===== config.mk =====
export PLATFORM = sky130hd
export DESIGN_NAME = crop_ctrl_flat
export DESIGN_NICKNAME = d
export VERILOG_FILES = /design/src/rtl/crop_if.sv /design/src/rtl/crop_ctrl.sv /design/src/flat_wrapper.sv
export SDC_FILE = /design/constraint.sdc
export NUM_CORES = 1
export LEC_CHECK = 0
export BUFFER_PORTS_ARGS = -buffer_cell sky130_fd_sc_hd__buf_2
export CAP_MARGIN = 30
export CORE_UTILIZATION = 64
export CTS_CLUSTER_SIZE = 24
export DETAILED_ROUTE_END_ITERATION = 6
export PLACE_DENSITY = 0.95
export SLEW_MARGIN = 20
export SYNTH_ARGS = -nofsm -noshare
export SYNTH_HDL_FRONTEND = slang
export SYNTH_SLANG_ARGS = --single-unit

===== constraint.sdc =====
create_clock -name clk -period 11.68 [get_ports clk]
set_clock_uncertainty 0.1 [all_clocks]
set_input_delay 1.168 -clock clk [delete_from_list [all_inputs] [get_ports clk]]
set_output_delay 1.168 -clock clk [all_outputs]
set_load 0.02 [all_outputs]

===== src/rtl/crop_if.sv =====
// Pixel stream, output stream and crop-window configuration bundle for crop_ctrl.
// The master side drives input pixels, downstream ready and config requests.
interface crop_if #(
    parameter int PIXEL_BIT_WIDTH = 12,
    parameter int IN_ROWS         = 40,
    parameter int IN_COLS         = 40
);
    localparam int COL_W = $clog2(IN_COLS + 1);
    localparam int ROW_W = $clog2(IN_ROWS + 1);

    logic [PIXEL_BIT_WIDTH-1:0] pixel_in;
    logic                       in_valid;
    logic                       in_sof;
    logic                       in_ready;

    logic [PIXEL_BIT_WIDTH-1:0] pixel_out;
    logic                       out_valid;
    logic                       out_ready;
    logic                       out_sof;
    logic                       out_eol;
    logic                       out_eof;

    logic                       cfg_valid;
    logic                       cfg_ready;
    logic [COL_W-1:0]           cfg_x1;
    logic [ROW_W-1:0]           cfg_y1;
    logic [COL_W-1:0]           cfg_cols;
    logic [ROW_W-1:0]           cfg_rows;
    logic                       cfg_err;

    logic                       frame_err;
    logic                       frame_done;
    logic                       active;

    modport master (
        output pixel_in, in_valid, in_sof, out_ready,
        output cfg_valid, cfg_x1, cfg_y1, cfg_cols, cfg_rows,
        input  in_ready, pixel_out, out_valid, out_sof, out_eol, out_eof,
        input  cfg_ready, cfg_err, frame_err, frame_done, active
    );

    modport slave (
        input  pixel_in, in_valid, in_sof, out_ready,
        input  cfg_valid, cfg_x1, cfg_y1, cfg_cols, cfg_rows,
        output in_ready, pixel_out, out_valid, out_sof, out_eol, out_eof,
        output cfg_ready, cfg_err, frame_err, frame_done, active
    );
endinterface


===== src/rtl/crop_ctrl.sv =====
// Crop-window sequencer: validates window configs, applies them at frame boundaries,
// tracks raster position and forwards in-window pixels through one output register.
module crop_ctrl #(
    parameter int PIXEL_BIT_WIDTH = 12,
    parameter int IN_ROWS         = 40,
    parameter int IN_COLS         = 40
) (
    input logic   clk,
    input logic   reset,
    crop_if.slave bus
);
    localparam int COL_W = $clog2(IN_COLS + 1);
    localparam int ROW_W = $clog2(IN_ROWS + 1);

    localparam logic [COL_W:0]   X_LIM  = (COL_W + 1)'(IN_COLS);
    localparam logic [ROW_W:0]   Y_LIM  = (ROW_W + 1)'(IN_ROWS);
    localparam logic [COL_W-1:0] X_LAST = COL_W'(IN_COLS - 1);
    localparam logic [ROW_W-1:0] Y_LAST = ROW_W'(IN_ROWS - 1);
    localparam logic [COL_W:0]   ONE_C  = (COL_W + 1)'(1);
    localparam logic [ROW_W:0]   ONE_R  = (ROW_W + 1)'(1);

    typedef enum logic [1:0] {IDLE, ARMED, ACTIVE} state_t;

    typedef struct packed {
        logic [COL_W-1:0] x1;
        logic [ROW_W-1:0] y1;
        logic [COL_W-1:0] cols;
        logic [ROW_W-1:0] rows;
    } win_t;

    state_t state, state_nxt;
    win_t   win, pend_win, win_eff;
    logic   pending;

    logic [COL_W-1:0] x, x_nxt, pos_x;
    logic [ROW_W-1:0] y, y_nxt, pos_y;

    logic accept, take, sof_err, load, last;
    logic cfg_fire, cfg_legal;
    logic [COL_W:0] cfg_x_end, x_end;
    logic [ROW_W:0] cfg_y_end, y_end;
    logic in_x, in_y, hit, col_last, row_last, at_sof;

    logic [PIXEL_BIT_WIDTH-1:0] pix_q;
    logic out_vld, sof_q, eol_q, eof_q;
    logic cfg_err_q, frame_err_q, frame_done_q;

    assign bus.in_ready   = !out_vld || bus.out_ready;
    assign bus.cfg_ready  = !pending;
    assign bus.pixel_out  = pix_q;
    assign bus.out_valid  = out_vld;
    assign bus.out_sof    = sof_q;
    assign bus.out_eol    = eol_q;
    assign bus.out_eof    = eof_q;
    assign bus.cfg_err    = cfg_err_q;
    assign bus.frame_err  = frame_err_q;
    assign bus.frame_done = frame_done_q;
    assign bus.active     = (state == ACTIVE);

    assign accept   = bus.in_valid && bus.in_ready;
    assign cfg_fire = bus.cfg_valid && !pending;

    // Extent sums carry one extra bit so x1+cols cannot wrap past the frame edge.
    always_comb begin
        cfg_x_end = {1'b0, bus.cfg_x1} + {1'b0, bus.cfg_cols};
        cfg_y_end = {1'b0, bus.cfg_y1} + {1'b0, bus.cfg_rows};
        cfg_legal = (bus.cfg_cols != '0) && (bus.cfg_rows != '0) &&
                    (cfg_x_end <= X_LIM) && (cfg_y_end <= Y_LIM);
    end

    always_comb begin
        state_nxt = state;
        x_nxt     = x;
        y_nxt     = y;
        pos_x     = x;
        pos_y     = y;
        take      = 1'b0;
        sof_err   = 1'b0;
        load      = 1'b0;
        last      = 1'b0;
        unique case (state)
            IDLE: begin
                if (pending) begin
                    load      = 1'b1;
                    state_nxt = ARMED;
                end
            end
            ARMED: begin
                if (accept && bus.in_sof) begin
                    take  = 1'b1;
                    pos_x = '0;
                    pos_y = '0;
                end
            end
            ACTIVE: begin
                if (accept) begin
                    take = 1'b1;
                    // Early sof restarts the frame on this very beat.
                    if (bus.in_sof && (x != '0 || y != '0)) begin
                        sof_err = 1'b1;
                        pos_x   = '0;
                        pos_y   = '0;
                        load    = pending;
                    end
                end
            end
            default: state_nxt = IDLE;
        endcase

        if (take) begin
            last = (pos_x == X_LAST) && (pos_y == Y_LAST);
            if (last) begin
                x_nxt     = '0;
                y_nxt     = '0;
                load      = load | pending;
                state_nxt = ARMED;
            end else if (pos_x == X_LAST) begin
                x_nxt     = '0;
                y_nxt     = pos_y + 1'b1;
                state_nxt = ACTIVE;
            end else begin
                x_nxt     = pos_x + 1'b1;
                y_nxt     = pos_y;
                state_nxt = ACTIVE;
            end
        end
    end

    // A resync that loads a pending window starts the new frame, so that window applies here.
    assign win_eff = (sof_err && pending) ? pend_win : win;

    always_comb begin
        x_end    = {1'b0, win_eff.x1} + {1'b0, win_eff.cols};
        y_end    = {1'b0, win_eff.y1} + {1'b0, win_eff.rows};
        in_x     = (pos_x >= win_eff.x1) && ({1'b0, pos_x} < x_end);
        in_y     = (pos_y >= win_eff.y1) && ({1'b0, pos_y} < y_end);
        hit      = take && in_x && in_y;
        col_last = ({1'b0, pos_x} == x_end - ONE_C);
        row_last = ({1'b0, pos_y} == y_end - ONE_R);
        at_sof   = (pos_x == win_eff.x1) && (pos_y == win_eff.y1);
    end

    always_ff @(posedge clk) begin
        if (reset) begin
            state        <= IDLE;
            pending      <= 1'b0;
            win          <= '0;
            pend_win     <= '0;
            x            <= '0;
            y            <= '0;
            cfg_err_q    <= 1'b0;
            frame_err_q  <= 1'b0;
            frame_done_q <= 1'b0;
        end else begin
            state        <= state_nxt;
            x            <= x_nxt;
            y            <= y_nxt;
            cfg_err_q    <= cfg_fire && !cfg_legal;
            frame_err_q  <= sof_err;
            frame_done_q <= last;
            if (load)
                win <= pend_win;
            pending <= (pending && !load) || (cfg_fire && cfg_legal);
            if (cfg_fire && cfg_legal)
                pend_win <= '{x1: bus.cfg_x1, y1: bus.cfg_y1,
                              cols: bus.cfg_cols, rows: bus.cfg_rows};
        end
    end

    always_ff @(posedge clk) begin
        if (reset) begin
            out_vld <= 1'b0;
            pix_q   <= '0;
            sof_q   <= 1'b0;
            eol_q   <= 1'b0;
            eof_q   <= 1'b0;
        end else if (hit) begin
            out_vld <= 1'b1;
            pix_q   <= bus.pixel_in;
            sof_q   <= at_sof;
            eol_q   <= col_last;
            eof_q   <= col_last && row_last;
        end else if (bus.out_ready) begin
            out_vld <= 1'b0;
            sof_q   <= 1'b0;
            eol_q   <= 1'b0;
            eof_q   <= 1'b0;
        end
    end
endmodule


===== src/flat_wrapper.sv =====
// flat-port wrapper written by rule: the top's interface ports become plain ports
module crop_ctrl_flat 
#(
    parameter int PIXEL_BIT_WIDTH = 12,
    parameter int IN_ROWS         = 40,
    parameter int IN_COLS         = 40
)
  (clk, reset, bus_pixel_in, bus_in_valid, bus_in_sof, bus_out_ready, bus_cfg_valid, bus_cfg_x1, bus_cfg_y1, bus_cfg_cols, bus_cfg_rows, bus_in_ready, bus_pixel_out, bus_out_valid, bus_out_sof, bus_out_eol, bus_out_eof, bus_cfg_ready, bus_cfg_err, bus_frame_err, bus_frame_done, bus_active);
  crop_if #(.PIXEL_BIT_WIDTH(PIXEL_BIT_WIDTH), .IN_ROWS(IN_ROWS), .IN_COLS(IN_COLS)) bus_i ();
  input logic clk;
  input logic reset;
  input wire logic [$bits(bus_i.pixel_in)-1:0] bus_pixel_in;
  input wire logic [$bits(bus_i.in_valid)-1:0] bus_in_valid;
  input wire logic [$bits(bus_i.in_sof)-1:0] bus_in_sof;
  input wire logic [$bits(bus_i.out_ready)-1:0] bus_out_ready;
  input wire logic [$bits(bus_i.cfg_valid)-1:0] bus_cfg_valid;
  input wire logic [$bits(bus_i.cfg_x1)-1:0] bus_cfg_x1;
  input wire logic [$bits(bus_i.cfg_y1)-1:0] bus_cfg_y1;
  input wire logic [$bits(bus_i.cfg_cols)-1:0] bus_cfg_cols;
  input wire logic [$bits(bus_i.cfg_rows)-1:0] bus_cfg_rows;
  output wire logic [$bits(bus_i.in_ready)-1:0] bus_in_ready;
  output wire logic [$bits(bus_i.pixel_out)-1:0] bus_pixel_out;
  output wire logic [$bits(bus_i.out_valid)-1:0] bus_out_valid;
  output wire logic [$bits(bus_i.out_sof)-1:0] bus_out_sof;
  output wire logic [$bits(bus_i.out_eol)-1:0] bus_out_eol;
  output wire logic [$bits(bus_i.out_eof)-1:0] bus_out_eof;
  output wire logic [$bits(bus_i.cfg_ready)-1:0] bus_cfg_ready;
  output wire logic [$bits(bus_i.cfg_err)-1:0] bus_cfg_err;
  output wire logic [$bits(bus_i.frame_err)-1:0] bus_frame_err;
  output wire logic [$bits(bus_i.frame_done)-1:0] bus_frame_done;
  output wire logic [$bits(bus_i.active)-1:0] bus_active;
  assign bus_i.pixel_in = bus_pixel_in;
  assign bus_i.in_valid = bus_in_valid;
  assign bus_i.in_sof = bus_in_sof;
  assign bus_i.out_ready = bus_out_ready;
  assign bus_i.cfg_valid = bus_cfg_valid;
  assign bus_i.cfg_x1 = bus_cfg_x1;
  assign bus_i.cfg_y1 = bus_cfg_y1;
  assign bus_i.cfg_cols = bus_cfg_cols;
  assign bus_i.cfg_rows = bus_cfg_rows;
  assign bus_in_ready = bus_i.in_ready;
  assign bus_pixel_out = bus_i.pixel_out;
  assign bus_out_valid = bus_i.out_valid;
  assign bus_out_sof = bus_i.out_sof;
  assign bus_out_eol = bus_i.out_eol;
  assign bus_out_eof = bus_i.out_eof;
  assign bus_cfg_ready = bus_i.cfg_ready;
  assign bus_cfg_err = bus_i.cfg_err;
  assign bus_frame_err = bus_i.frame_err;
  assign bus_frame_done = bus_i.frame_done;
  assign bus_active = bus_i.active;
  crop_ctrl #(.PIXEL_BIT_WIDTH(PIXEL_BIT_WIDTH), .IN_ROWS(IN_ROWS), .IN_COLS(IN_COLS)) u_core (.clk(clk), .reset(reset), .bus(bus_i));
endmodule

==> run_results.csv <==
group,metric,value,unit
synth,ys_async_sr_fraction,0,%
placement,gp_congestion,0.905,
worst_setup_path,r2r.worst_path.cells,18,
global_routing,grt-ovfl-total,0,
worst_setup_path,reg2reg_to,"u_core.bus.out_eof",
synth,syn-num-nets,759,
final_layout,fill_cells,639,
worst_setup_path,cp-start-kind,"primary input",
synth,synthFlopType,"dfxtp_1",
final_layout,drive_above_1_share,17.3,%
synth,synthesis.area,5740,sq um
final_layout,antenna_cells,0,
job,maxCapViolCount,0,
clock_network,cts_hold_buf,0,
synth,synth_top_area_share,28.6,%
global_routing,antenna_found_initial,0,
placement,port-buffer-count,63,
clock_network,cts_buffer_depth,2,
worst_setup_path,rr_startpoint,"u_core.x[2]",
synth,synth_seq_cells,82,
final_layout,layout.nets,809,
floorplanning,dieArea,9350,sq um
synth,postSynthCellCount,660,
clock_network,clock-sinks,82,
worst_setup_path,cp.required,11870,ps
clock_network,post_cts_resized,0,
timing,hold_viol_final,0,
clock_network,htreeDepth,3,
floorplanning,start_util,65.8,%
timing,tightestPinTransition,856,ps
timing,fin_tns_setup,0,ps
placement,placed_cells,806,
final_layout,area_delta_synth_final,9.57,%
placement,hpwl,9380,um
floorplanning,row_count,34,
pwr,cellPowerDensity,92.9,nW/um^2
clock_network,clock_latency,370,ps
final_layout,final_cells,823,
global_routing,grt_usage,27.8,%
floorplanning,ios,64,
clock_network,clkTransAtPathRegs,80,ps
floorplanning,dieHeight,96.7,um
worst_setup_path,end_kind,"flip-flop",
synth,syn_avg_cell_area,8.70,sq um
timing,report.final.slew_viol_count,0,
worst_setup_path,criticalPathCategory,"in2reg",
drt,vias_per_cell,6.02,
timing,fmax,180,MHz
timing,slew_headroom,42.9,%
global_routing,grt_pass1_wl,21600,um
timing,fin_crit,5550,ps
worst_setup_path,arrival,5740,ps
synth,synth_seq_area_share,28.6,%
timing,period_share,47.6,%
worst_hold_path,hold_depth,2,
worst_hold_path,holdPathEnd,"u_core.pend_win[22]",
clock_network,numCtsBuffers,9,
global_routing,grt_max_degree,108,
pwr,ir_worst_vdd,0.0646,mV
synth,synth-edff-count,0,
synth,ys_warn_count,0,
drt,ant_nets,0,
clock_network,cts_setup_buffers,0,
floorplanning,fp.dieW,96.7,um
synth,yosys.area.top_type,"dfxtp_1",
timing,setup_violations,0,
floorplanning,coreArea,8720,sq um
drt,drtIter0Drc,211,
clock_network,cts_root_buf,"clkbuf_8",
drt,vias,4955,
drt,wire_per_inst,15.6,um
clock_network,tritoncts,"yes",
drt,first_pass_iters,5,
pwr,p_leak,2.83,nW
synth,netlist_top_cells_area,"dfxtp_1 29%, ha_1 12%, mux2i_1 11%, nand2b_1 5.3%, nor2_1 4.8%",
global_routing,grt_pass1_vias,4808,
worst_setup_path,critPathMaxFanout,24,
drt,drc,0,
worst_setup_path,r2r_slack,6440,ps
run_status,status,"finished clean",
timing,rsz0062_at_grt,"no",
worst_hold_path,min_from,"u_core.pend_win[22]",
synth,synthDistinctLibCells,72,
worst_hold_path,worstHoldPathType,"reg2reg",
drt,routed_wl,12800,um
==> layout make-up <==
type                    instances  area (sq um)  area share (%)
clock buffers                  10           138            2.19
clock inverters                 6          47.5           0.756
inverters                      44           165            2.63
multi-input cells             505          3810            60.5
flip-flops and latches         82          1640            26.1
well taps                     108           135            2.15
repair buffers                 68           357            5.67
==> how the worst max path moves through the flow <==
stage,slack [ps],end,start
floorplan,6050,u_core.bus.pixel_out[10],bus_out_ready
global placement,5550,u_core.bus.out_eof,bus_out_ready
detailed placement,5400,u_core.bus.out_eof,bus_out_ready
CTS,5730,u_core.bus.out_eof,bus_out_ready
global route,5750,u_core.bus.pixel_out[7],bus_out_ready
finish,6130,u_core.bus.out_eof,bus_out_ready
==> critical path, stage by stage <==
cell and delay, ps:
buf_2 120, nor2b_1 260, nor2_1 110, nand4_1 160, buf_4 340, mux2_2 390
ha_1 310, a211oi_2 270, nor2_1 90, xor2_1 450, inv_1 100, ha_1 320
nand2_1 50, o21ai_0 300, nand2_1 110, o21bai_1 260, a311oi_4 180, or4b_2 680
o31ai_2 80
==> metal layers <==
layer	wire length, um	track usage [%]
met4	233	10.6
met5	0	0
met2	6480	50.1
met1	5430	33.2
met3	697	4.19
==> metrics by stage <==
| step | worst slack (ps) | hold WS (ps) | total power [mW] | util (%) | instance area, sq um |
|---|---|---|---|---|---|
| 2_1_floorplan | 6050 | 358 | 0.367 | - | 5740 |
| 3_3_place_gp | 5550 | 367 | 0.386 | 69.9 | 6090 |
| 3_5_place_dp | 5400 | 381 | 0.392 | 69.9 | 6090 |
| 4_1_cts | 5730 | 396 | 0.586 | 72.0 | 6280 |
| 5_1_grt | 5750 | 416 | 0.607 | 72.1 | 6290 |
| 6_report | 6130 | 394 | 0.584 | 72.1 | 6290 |
==> power breakdown <==
group	leakage, nW	internal, mW	switching, mW
Sequential	0.661	0.286	0.00546
Clock	0.0989	0.0857	0.112
Combinational	2.07	0.0397	0.0561
==> cell usage after synthesis (2+ instances only) <==
| cell | number |
|---|---|
| dfxtp_1 | 82 |
| nor2_1 | 74 |
| mux2i_1 | 61 |
| ha_1 | 53 |
| nand2b_1 | 49 |
| inv_1 | 44 |
| a21oi_1 | 32 |
| nand2_1 | 25 |
| mux2_2 | 24 |
| o21ai_0 | 22 |
| clkbuf_1 | 17 |
| nand3_1 | 12 |
| xor2_1 | 12 |
| and2_1 | 11 |
| nand4_1 | 10 |
| xnor2_1 | 10 |
| nor3_1 | 9 |
| a31oi_1 | 6 |
| and3_1 | 6 |
| o211ai_1 | 6 |
| or4_1 | 6 |
| a211oi_1 | 5 |
| buf_2 | 5 |
| a21o_1 | 4 |
| fa_1 | 4 |
| nand3b_1 | 4 |
| nor2b_1 | 4 |
| o21bai_1 | 4 |
| a22oi_1 | 3 |
| nor4_1 | 3 |
| o21a_1 | 3 |
| o22ai_1 | 3 |
| or3_1 | 3 |
| a21boi_1 | 2 |
| buf_1 | 2 |
| buf_6 | 2 |
| or4b_2 | 2 |
| xnor3_1 | 2 |
==> state kept, by name, summed over array words and instances (netlist names), 2 cells and up <==
signal                count
u_core.state              2
u_core.bus.pixel_out     12
u_core.pend_win          24
u_core.x                  6
u_core.y                  6
u_core.win               24
==> cells in the final DEF (no fill, tap or decap), types with 3 or more instances in the layout <==
master	instances
a211oi_1	5
a21o_1	4
a21oi_1	32
a22oi_1	3
a31oi_1	6
and2_1	11
and3_1	6
buf_2	63
buf_4	4
clkbuf_8	10
dfxtp_1	82
fa_1	4
ha_1	53
inv_1	44
mux2_2	24
mux2i_1	61
nand2_1	25
nand2b_1	49
nand3_1	12
nand3b_1	4
nand4_1	10
nor2_1	74
nor2b_1	4
nor3_1	9
nor4_1	3
o211ai_1	6
o21a_1	3
o21ai_0	22
o21bai_1	4
o22ai_1	3
or3_1	3
or4_1	6
xnor2_1	10
xor2_1	12
==> kinds of logic (layout without fill, tap and decap cells) <==
kind of cell             Yosys count  in the layout  synth area share, %
XOR/XNOR                          24             24                 4.14
adder cells (fa/ha/maj)           57             57                 12.9
multiplexers                      85             85                 15.3
AND/OR/NAND/NOR                  231            231                 21.3
buffers and inverters             73            128                 5.41
flip-flops                        82             82                 28.6
AO/OA/AOI/OAI                    108            108                 12.2
Power figures use the tool's default switching activity.
